<file path="src/rtl/mem_port_arbiter.sv">
// mem_port_arbiter: shares one single-port synchronous SRAM between the IF
// (fetch) and MEM (data) ports of the RV32I pipeline.
//  - Per-cycle combinational arbitration, at most one grant per cycle.
//  - Default priority: DM wins conflicts, except that IF wins once it has been
//    denied STARVE_LIMIT consecutive cycles.
//  - Build option MEM_ARB_ROUND_ROBIN_EN: conflicts alternate between the two
//    ports through a last_winner flop, and the starvation counter is removed.
//  - A MEM_LATENCY-deep {valid, owner} tag pipeline routes read data back to
//    its requester in grant order. Stores never create a tag.
module mem_port_arbiter #(
  parameter int ADDR_WIDTH   = 32,
  parameter int DATA_WIDTH   = 32,
  parameter int MEM_LATENCY  = 1,   // 1..4
  parameter int STARVE_LIMIT = 3    // 1..15
) (
  input  logic                    clk,
  input  logic                    rst,
  // instruction fetch port
  input  logic                    if_req,
  input  logic [ADDR_WIDTH-1:0]   if_addr,
  output logic                    if_gnt,
  output logic                    if_rvalid,
  output logic [DATA_WIDTH-1:0]   if_rdata,
  // data access port
  input  logic                    dm_req,
  input  logic                    dm_we,
  input  logic [DATA_WIDTH/8-1:0] dm_be,
  input  logic [ADDR_WIDTH-1:0]   dm_addr,
  input  logic [DATA_WIDTH-1:0]   dm_wdata,
  output logic                    dm_gnt,
  output logic                    dm_rvalid,
  output logic [DATA_WIDTH-1:0]   dm_rdata,
  // memory side
  output logic                    mem_en,
  output logic                    mem_we,
  output logic [DATA_WIDTH/8-1:0] mem_be,
  output logic [ADDR_WIDTH-1:0]   mem_addr,
  output logic [DATA_WIDTH-1:0]   mem_wdata,
  input  logic [DATA_WIDTH-1:0]   mem_rdata,
  // hazard unit
  output logic                    stall_if,
  output logic                    stall_mem
);

  localparam int BE_W = DATA_WIDTH / 8;

  // Owner encoding used in the tag pipeline and the round-robin flop.
  localparam logic OWN_IF = 1'b0;
  localparam logic OWN_DM = 1'b1;

  // Tag pipeline: stage 0 is written at the grant edge, the last stage lines
  // up with mem_rdata.
  logic [MEM_LATENCY-1:0] tag_vld_q, tag_vld_d;
  logic [MEM_LATENCY-1:0] tag_own_q, tag_own_d;
  logic                   load_pend;

`ifdef MEM_ARB_ROUND_ROBIN_EN
  // Winner of the most recent grant; the other port wins the next conflict.
  logic last_winner_q, last_winner_d;
`else
  localparam logic [3:0] STARVE_MAX = 4'(STARVE_LIMIT);
  // Consecutive cycles IF has asked and been refused.
  logic [3:0] starve_cnt_q, starve_cnt_d;
`endif

  // Arbitration: single grant per cycle, nothing granted while in reset.
  always_comb begin
    if_gnt = 1'b0;
    dm_gnt = 1'b0;
    if (!rst) begin
      if (if_req && dm_req) begin
`ifdef MEM_ARB_ROUND_ROBIN_EN
        if (last_winner_q == OWN_IF) dm_gnt = 1'b1;
        else                         if_gnt = 1'b1;
`else
        if (starve_cnt_q == STARVE_MAX) if_gnt = 1'b1;
        else                            dm_gnt = 1'b1;
`endif
      end else if (if_req) begin
        if_gnt = 1'b1;
      end else if (dm_req) begin
        dm_gnt = 1'b1;
      end
    end
  end

  // Memory drive: winner's request, everything zero when idle.
  always_comb begin
    mem_en    = 1'b0;
    mem_we    = 1'b0;
    mem_be    = '0;
    mem_addr  = '0;
    mem_wdata = '0;
    if (if_gnt) begin
      mem_en   = 1'b1;
      mem_be   = {BE_W{1'b1}};
      mem_addr = if_addr;
    end else if (dm_gnt) begin
      mem_en    = 1'b1;
      mem_we    = dm_we;
      mem_be    = dm_be;
      mem_addr  = dm_addr;
      mem_wdata = dm_wdata;
    end
  end

`ifdef MEM_ARB_ROUND_ROBIN_EN
  // Remember who won the last grant; hold when nothing was granted.
  always_comb begin
    last_winner_d = last_winner_q;
    if (if_gnt)      last_winner_d = OWN_IF;
    else if (dm_gnt) last_winner_d = OWN_DM;
  end

  // Round-robin state register; resets to IF so DM takes the first conflict.
  always_ff @(posedge clk) begin
    if (rst) last_winner_q <= OWN_IF;
    else     last_winner_q <= last_winner_d;
  end
`else
  // Count refused IF cycles, saturating at the limit; any grant or a dropped
  // request starts the count over.
  always_comb begin
    starve_cnt_d = '0;
    if (if_req && !if_gnt) begin
      if (starve_cnt_q >= STARVE_MAX) starve_cnt_d = STARVE_MAX;
      else                            starve_cnt_d = starve_cnt_q + 4'd1;
    end
  end

  // Starvation counter register.
  always_ff @(posedge clk) begin
    if (rst) starve_cnt_q <= '0;
    else     starve_cnt_q <= starve_cnt_d;
  end
`endif

  // Tag pipeline next state: new tag for every read grant, then shift.
  always_comb begin
    tag_vld_d    = '0;
    tag_own_d    = '0;
    tag_vld_d[0] = if_gnt | (dm_gnt & ~dm_we);
    tag_own_d[0] = dm_gnt ? OWN_DM : OWN_IF;
    for (int i = 1; i < MEM_LATENCY; i++) begin
      tag_vld_d[i] = tag_vld_q[i-1];
      tag_own_d[i] = tag_own_q[i-1];
    end
  end

  // Tag pipeline register; reset drops every in-flight response.
  always_ff @(posedge clk) begin
    if (rst) begin
      tag_vld_q <= '0;
      tag_own_q <= '0;
    end else begin
      tag_vld_q <= tag_vld_d;
      tag_own_q <= tag_own_d;
    end
  end

  // A DM load is in flight while any valid stage is owned by DM.
  assign load_pend = |(tag_vld_q & tag_own_q);

  // Response routing from the last tag stage; data is zeroed when not valid.
  always_comb begin
    if_rvalid = 1'b0;
    dm_rvalid = 1'b0;
    if (!rst && tag_vld_q[MEM_LATENCY-1]) begin
      if (tag_own_q[MEM_LATENCY-1] == OWN_IF) if_rvalid = 1'b1;
      else                                    dm_rvalid = 1'b1;
    end
    if_rdata = if_rvalid ? mem_rdata : '0;
    dm_rdata = dm_rvalid ? mem_rdata : '0;
  end

  // Stall requests for the hazard unit; held low in reset so every output
  // comes up zero.
  always_comb begin
    stall_if  = 1'b0;
    stall_mem = 1'b0;
    if (!rst) begin
      stall_if  = if_req & ~if_gnt;
      stall_mem = (dm_req & ~dm_gnt) | load_pend;
    end
  end

endmodule

</file>
<file path="config.mk">
export PLATFORM = sky130hd
export DESIGN_NAME = mem_port_arbiter
export DESIGN_NICKNAME = d
export VERILOG_FILES = /design/src/rtl/mem_port_arbiter.sv
export SDC_FILE = /design/constraint.sdc
export NUM_CORES = 1
export LEC_CHECK = 0
export BUFFER_PORTS_ARGS = -buffer_cell sky130_fd_sc_hd__clkbuf_2
export CORE_AREA = 5 5 106 108
export DETAILED_ROUTE_END_ITERATION = 8
export DIE_AREA = 0 0 111 113
export GPL_TIMING_DRIVEN = 0
export PLACE_DENSITY = 0.57
export SLEW_MARGIN = 20
export SYNTH_ARGS = -nofsm -noshare
export SYNTH_HDL_FRONTEND = slang
export SYNTH_SLANG_ARGS = --single-unit
</file>
<file path="constraint.sdc">
create_clock -name clk -period 2 [get_ports clk]
set_clock_uncertainty 0.05 [all_clocks]
set_input_delay 0.4 -clock clk [delete_from_list [all_inputs] [get_ports clk]]
set_output_delay 0.4 -clock clk [all_outputs]
set_load 0.01 [all_outputs]
</file>
Yosys cells after proc, flatten, opt, wreduce, memory -nomap -nowiden
Index checks and enable logic that the tools add are counted.
- flip-flop bits (word level): 6
- input bits: 137
- word-level logic and storage cells: 52
- add/sub/neg operators: 1
- magnitude comparators: 1
- eq/ne operators: 1
- mux-type cells: 28
- bitwise gates (word level): 10
- reduce and logical (&&, ||, !) cells: 7
- operators by type and width (kind ; count):
    $mux W32 ; 6
    $mux W1 ; 19
    $mux W4 ; 2
    $add A4 B1 Y4 const B ; 1
    $and A1 B1 Y1 ; 4
    $eq A4 B2 Y1 const B ; 1
    $ge A4 B2 Y1 const B ; 1
    $not A1 Y1 ; 4
    $logic_and A1 B1 Y1 ; 3
    $reduce_or A3 Y1 ; 1
    $logic_not A1 Y1 ; 2
    $mux W2 ; 1
    $or A1 B1 Y1 ; 2
    $reduce_or A2 Y1 ; 1

Logic depth before layout (Yosys ltp)
- depth after elaboration: 8
- mapped depth: 6
- depth with buffers taken out: 4

Least setup slack after synthesis
Ideal clock, no wire load.
- path kind: register -> output
- from: reg starve_cnt_q[0]
- to: out mem_addr[10]
- arrival: 1.516 ns
- slack: 0.034 ns
- stages on the path, launching flop included: 7
- path through: dfxtp_1 ha_1 or3b_1 a21oi_2 buf_4 buf_6 a22o_1
- cells in the longest elaborated chain, start to end: 6
- elaborated cells on any way between the ends: 9
- those cells by class: eq/ne (1); mux (8)
- ends and longest elaborated chain (element ; line ; text):
    start: declaration ; 63 ; logic [3:0] starve_cnt_q, starve_cnt_d;
    start signal: assignment ; 134 ; else starve_cnt_q <= starve_cnt_d;
    $eq A4 B2 Y1 (*) ; 76 ; if (starve_cnt_q == STARVE_MAX) if_gnt = 1'b1;
    $mux W1 ; 76 ;
    $mux W1 ; 71 ; if (if_req && dm_req) begin
    $mux W1 ; 70 ; if (!rst) begin
    $mux W32 ; 98 ; end else if (dm_gnt) begin
    $mux W32 (*) ; 94 ; if (if_gnt) begin
    end: declaration ; 37 ; output logic [ADDR_WIDTH-1:0] mem_addr,
Mark *: on every way between the ends. The rest lies on a longest branch, timed or not.

Final worst setup path
- from: reg starve_cnt_q[0]
- to: out mem_addr[14]
The elaborated chain is that of the path after synthesis.

==> results.toml <==
[floorplanning]
chipWidth_um = 111
dieArea_um2 = 12540
ioPinCount = 277
core_um2 = 10140
start_util_pct = 12.51
die_height_um = 113
rows = 37

[setup_path]
path_buf_inv = 3
r2r_start = "starve_cnt_q[0]"
critPathLaunchType = "register"
critPathRequiredTime_ns = 1.55
crit_chain = "ha_4 > or3b_4 > a21oi_4 > buf_8 > clkbuf_16 > a22o_1 > buf_2"
crit_slowest_cell = "or3b_4"
arrival_ns = 1.88
reg2reg_slack_ns = 0.47
worst-setup-path-type = "register to primary output"
timing.rr.end = "tag_vld_q"
slowest_delay_ns = 0.40
reg2reg_depth = 5
critPathTopFamily = "buffers and inverters"
critPathMaxFanout = 8
end_kind = "primary output"

[placement]
gp_congestion = 1.004
dp.cells = 591
post-dp-hpwl_um = 7636
pre_cts_ws_ns = -0.4899
port_buffers = 276

[yosys]
synthCells = 178
synth_cell_type_count = 22
ys_warn_count = 0
avgSynthCellArea_um2 = 7.128
netlist_area_um2 = 1269
ys_ff_latch = 6
yosysSeqAreaShare_pct = 9.467

[power]
pwr-share-comb_pct = 62.7
powerDensity_nw_per_um2 = 252.7
seqPwrFrac_pct = 15.8
swShare_pct = 34.27
p_leak_nw = 2.060
p_clk_share_pct = 21.5
p_int_w = 0.0005487
vdd_drop_max_mv = 0.2725
p_sw_w = 0.0002861

[clocking]
cts_buffer_depth = 2
clk_pin_slew_ns = 0.04
cts-root-buf = "clkbuf_8"
clkLatencyLatePin_ns = 0.22
htreeDepth = 1
cts_tree = "done"
cts_buffers = 3
cts_sinks = 6

[global_route]
grt_util_met3_pct = 3.316
met2_usage_pct = 21.20
grtUsageTotal_pct = 12.13
grt_max_degree = 11
grt_busiest_layer = "met2"
gr-total-overflow = 0
grt_pass1_wl_um = 12740
grt_pass1_vias = 2573
antenna_found_initial = 0
use_met1_pct = 14.97

[detailed_routing]
via_count = 2443
wl_per_cell_um = 14.58
drt_wl_total_um = 8892
ant_nets = 0
firstDrtPassIters = 5
post-route-drc-count = 0
drt_iter0_drc = 57
vias_per_cell = 4.005

[timing]
finalHoldViolCount = 0
fin_tns_setup_ns = -9.881
finalWorstSetupSlack_ns = -0.3260
finalSetupViolations = 40
rsz0062_at_grt = "true"
period_needed_ns = 2.326
max_freq_ghz = 0.4299
fin_crit_sh_pct = 116.3
slew_violations = 0

[finish]
mostFrequentLayoutCells = "clkbuf_2, and2_1, buf_2, a22o_1, buf_6"
register_area_um2 = 122.6
multi_input_area_um2 = 1151
final_common_cell = "clkbuf_2"
utilization_pct = 32.58
diodes = 0
nNetsFinal = 614
num-fill-cells = 1100
area_growth_pct = 160.4
drive_above_1_share_pct = 70.89
stdcell_count = 610

[run]
drv_cap = 0

[min_path]
hp-class = "primary input to register"
min_path_cells = 2
hold_end = "tag_vld_q"
hp-start = "dm_we"

[outcome]
failed_checks = "setup timing"
status = "complete, but fails checks"
## state kept, by name, summed over array words and instances, names as in the netlist
name          flops
starve_cnt_q      4
tag_own_q         1
tag_vld_q         1
## worst register-to-register path, stage by stage (launching register included)
cell	delay, ns
dfxtp_2	0.34
ha_4	0.13
or3b_4	0.40
a21oi_4	0.20
buf_4	0.21
o21bai_1	0.13
## per-layer routing
layer	up-vias	wire (µm)
met3	8	741
met2	133	4427
met4	0	136
met1	1108	3588
met5	-	0
li1	1194	-
## layout make-up
type                       count  share of cell area (%)
multi-input combinational    156                   34.85
timing repair buffer         293                   50.76
buffer                        16                   4.280
clock buffer                   3                   1.250
sequential                     6                   3.712
tap                          136                   5.152
## how the worst max path moves through the flow
stage,start,to,slack [ns],depth (start not counted)
after global routing,starve_cnt_q[0],mem_addr[15],-0.39,7
final,starve_cnt_q[0],mem_addr[14],-0.33,7
after CTS,rst,mem_wdata[30],-0.31,7
after global placement,rst,if_rdata[4],-0.52,5
after detailed placement,rst,if_rdata[4],-0.49,5
after floorplan,starve_cnt_q[0],mem_addr[10],0.03,6
## synthesized netlist by cell type
cell type  number  area share (%)
a21o_1          4             2.4
a21oi_1         3             1.2
a21oi_2         1            0.69
a22o_1         32              22
a31oi_1         2            0.99
and2_1         97              48
and3b_1         1            0.69
buf_2           5             2.0
buf_4           1            0.59
buf_6           2             1.8
clkbuf_1        9             2.7
conb_1          1            0.30
dfxtp_1         6             9.5
ha_1            1            0.99
nand2b_1        3             1.5
nand3b_1        1            0.59
nor2_1          3            0.89
nor2b_1         1            0.49
nor3b_1         1            0.59
o21bai_1        2             1.2
or2_2           1            0.49
or3b_1          1            0.69
## per-stage QoR
stage / hold WS (ns) / cell area, µm² / power, W
finish: 0.4012 / 3303 / 0.0008348
global route: 0.4161 / 3303 / 0.0008952
CTS: 0.3951 / 2960 / 0.0007734
detailed placement: 0.4865 / 2824 / 0.0005754
global placement: 0.4624 / 2824 / 0.0005691
floorplan: 0.4496 / 1272 / 0.0003108
## timing repair
item / in CTS / in global routing
hold endpoints to repair: 0 / 0
cloned: 0 / 4
resized for setup: 21 / 109
hold buffers: 0 / 0
endpoints found under the setup margin: 133 / 91
pin swaps: 4 / 31
buffers inserted: 4 / 9
## power groups by stage
stage               Clock [W]  Combinational (W)  Sequential (W)
floorplan                   0           0.000181        0.000130
global placement            0           0.000438        0.000131
detailed placement          0           0.000444        0.000131
CTS                  0.000185           0.000458        0.000131
global route         0.000195           0.000568        0.000132
finish               0.000180           0.000524        0.000132
## logic make-up (layout without fill, tap and decap cells)
| logic type | count (synthesis) | count (layout) | share of synthesized area, % |
|---|---|---|---|
| flip-flops | 6 | 6 | 9.468 |
| adder cells (fa/ha/maj) | 1 | 1 | 0.9860 |
| AO/OA/AOI/OAI | 44 | 44 | 28.50 |
| AND/OR/NAND/NOR | 109 | 109 | 53.75 |
| buffers and inverters | 17 | 312 | 7.002 |
| other | 1 | 2 | 0.2956 |
Note: power is estimated with default switching activity, not from simulation.
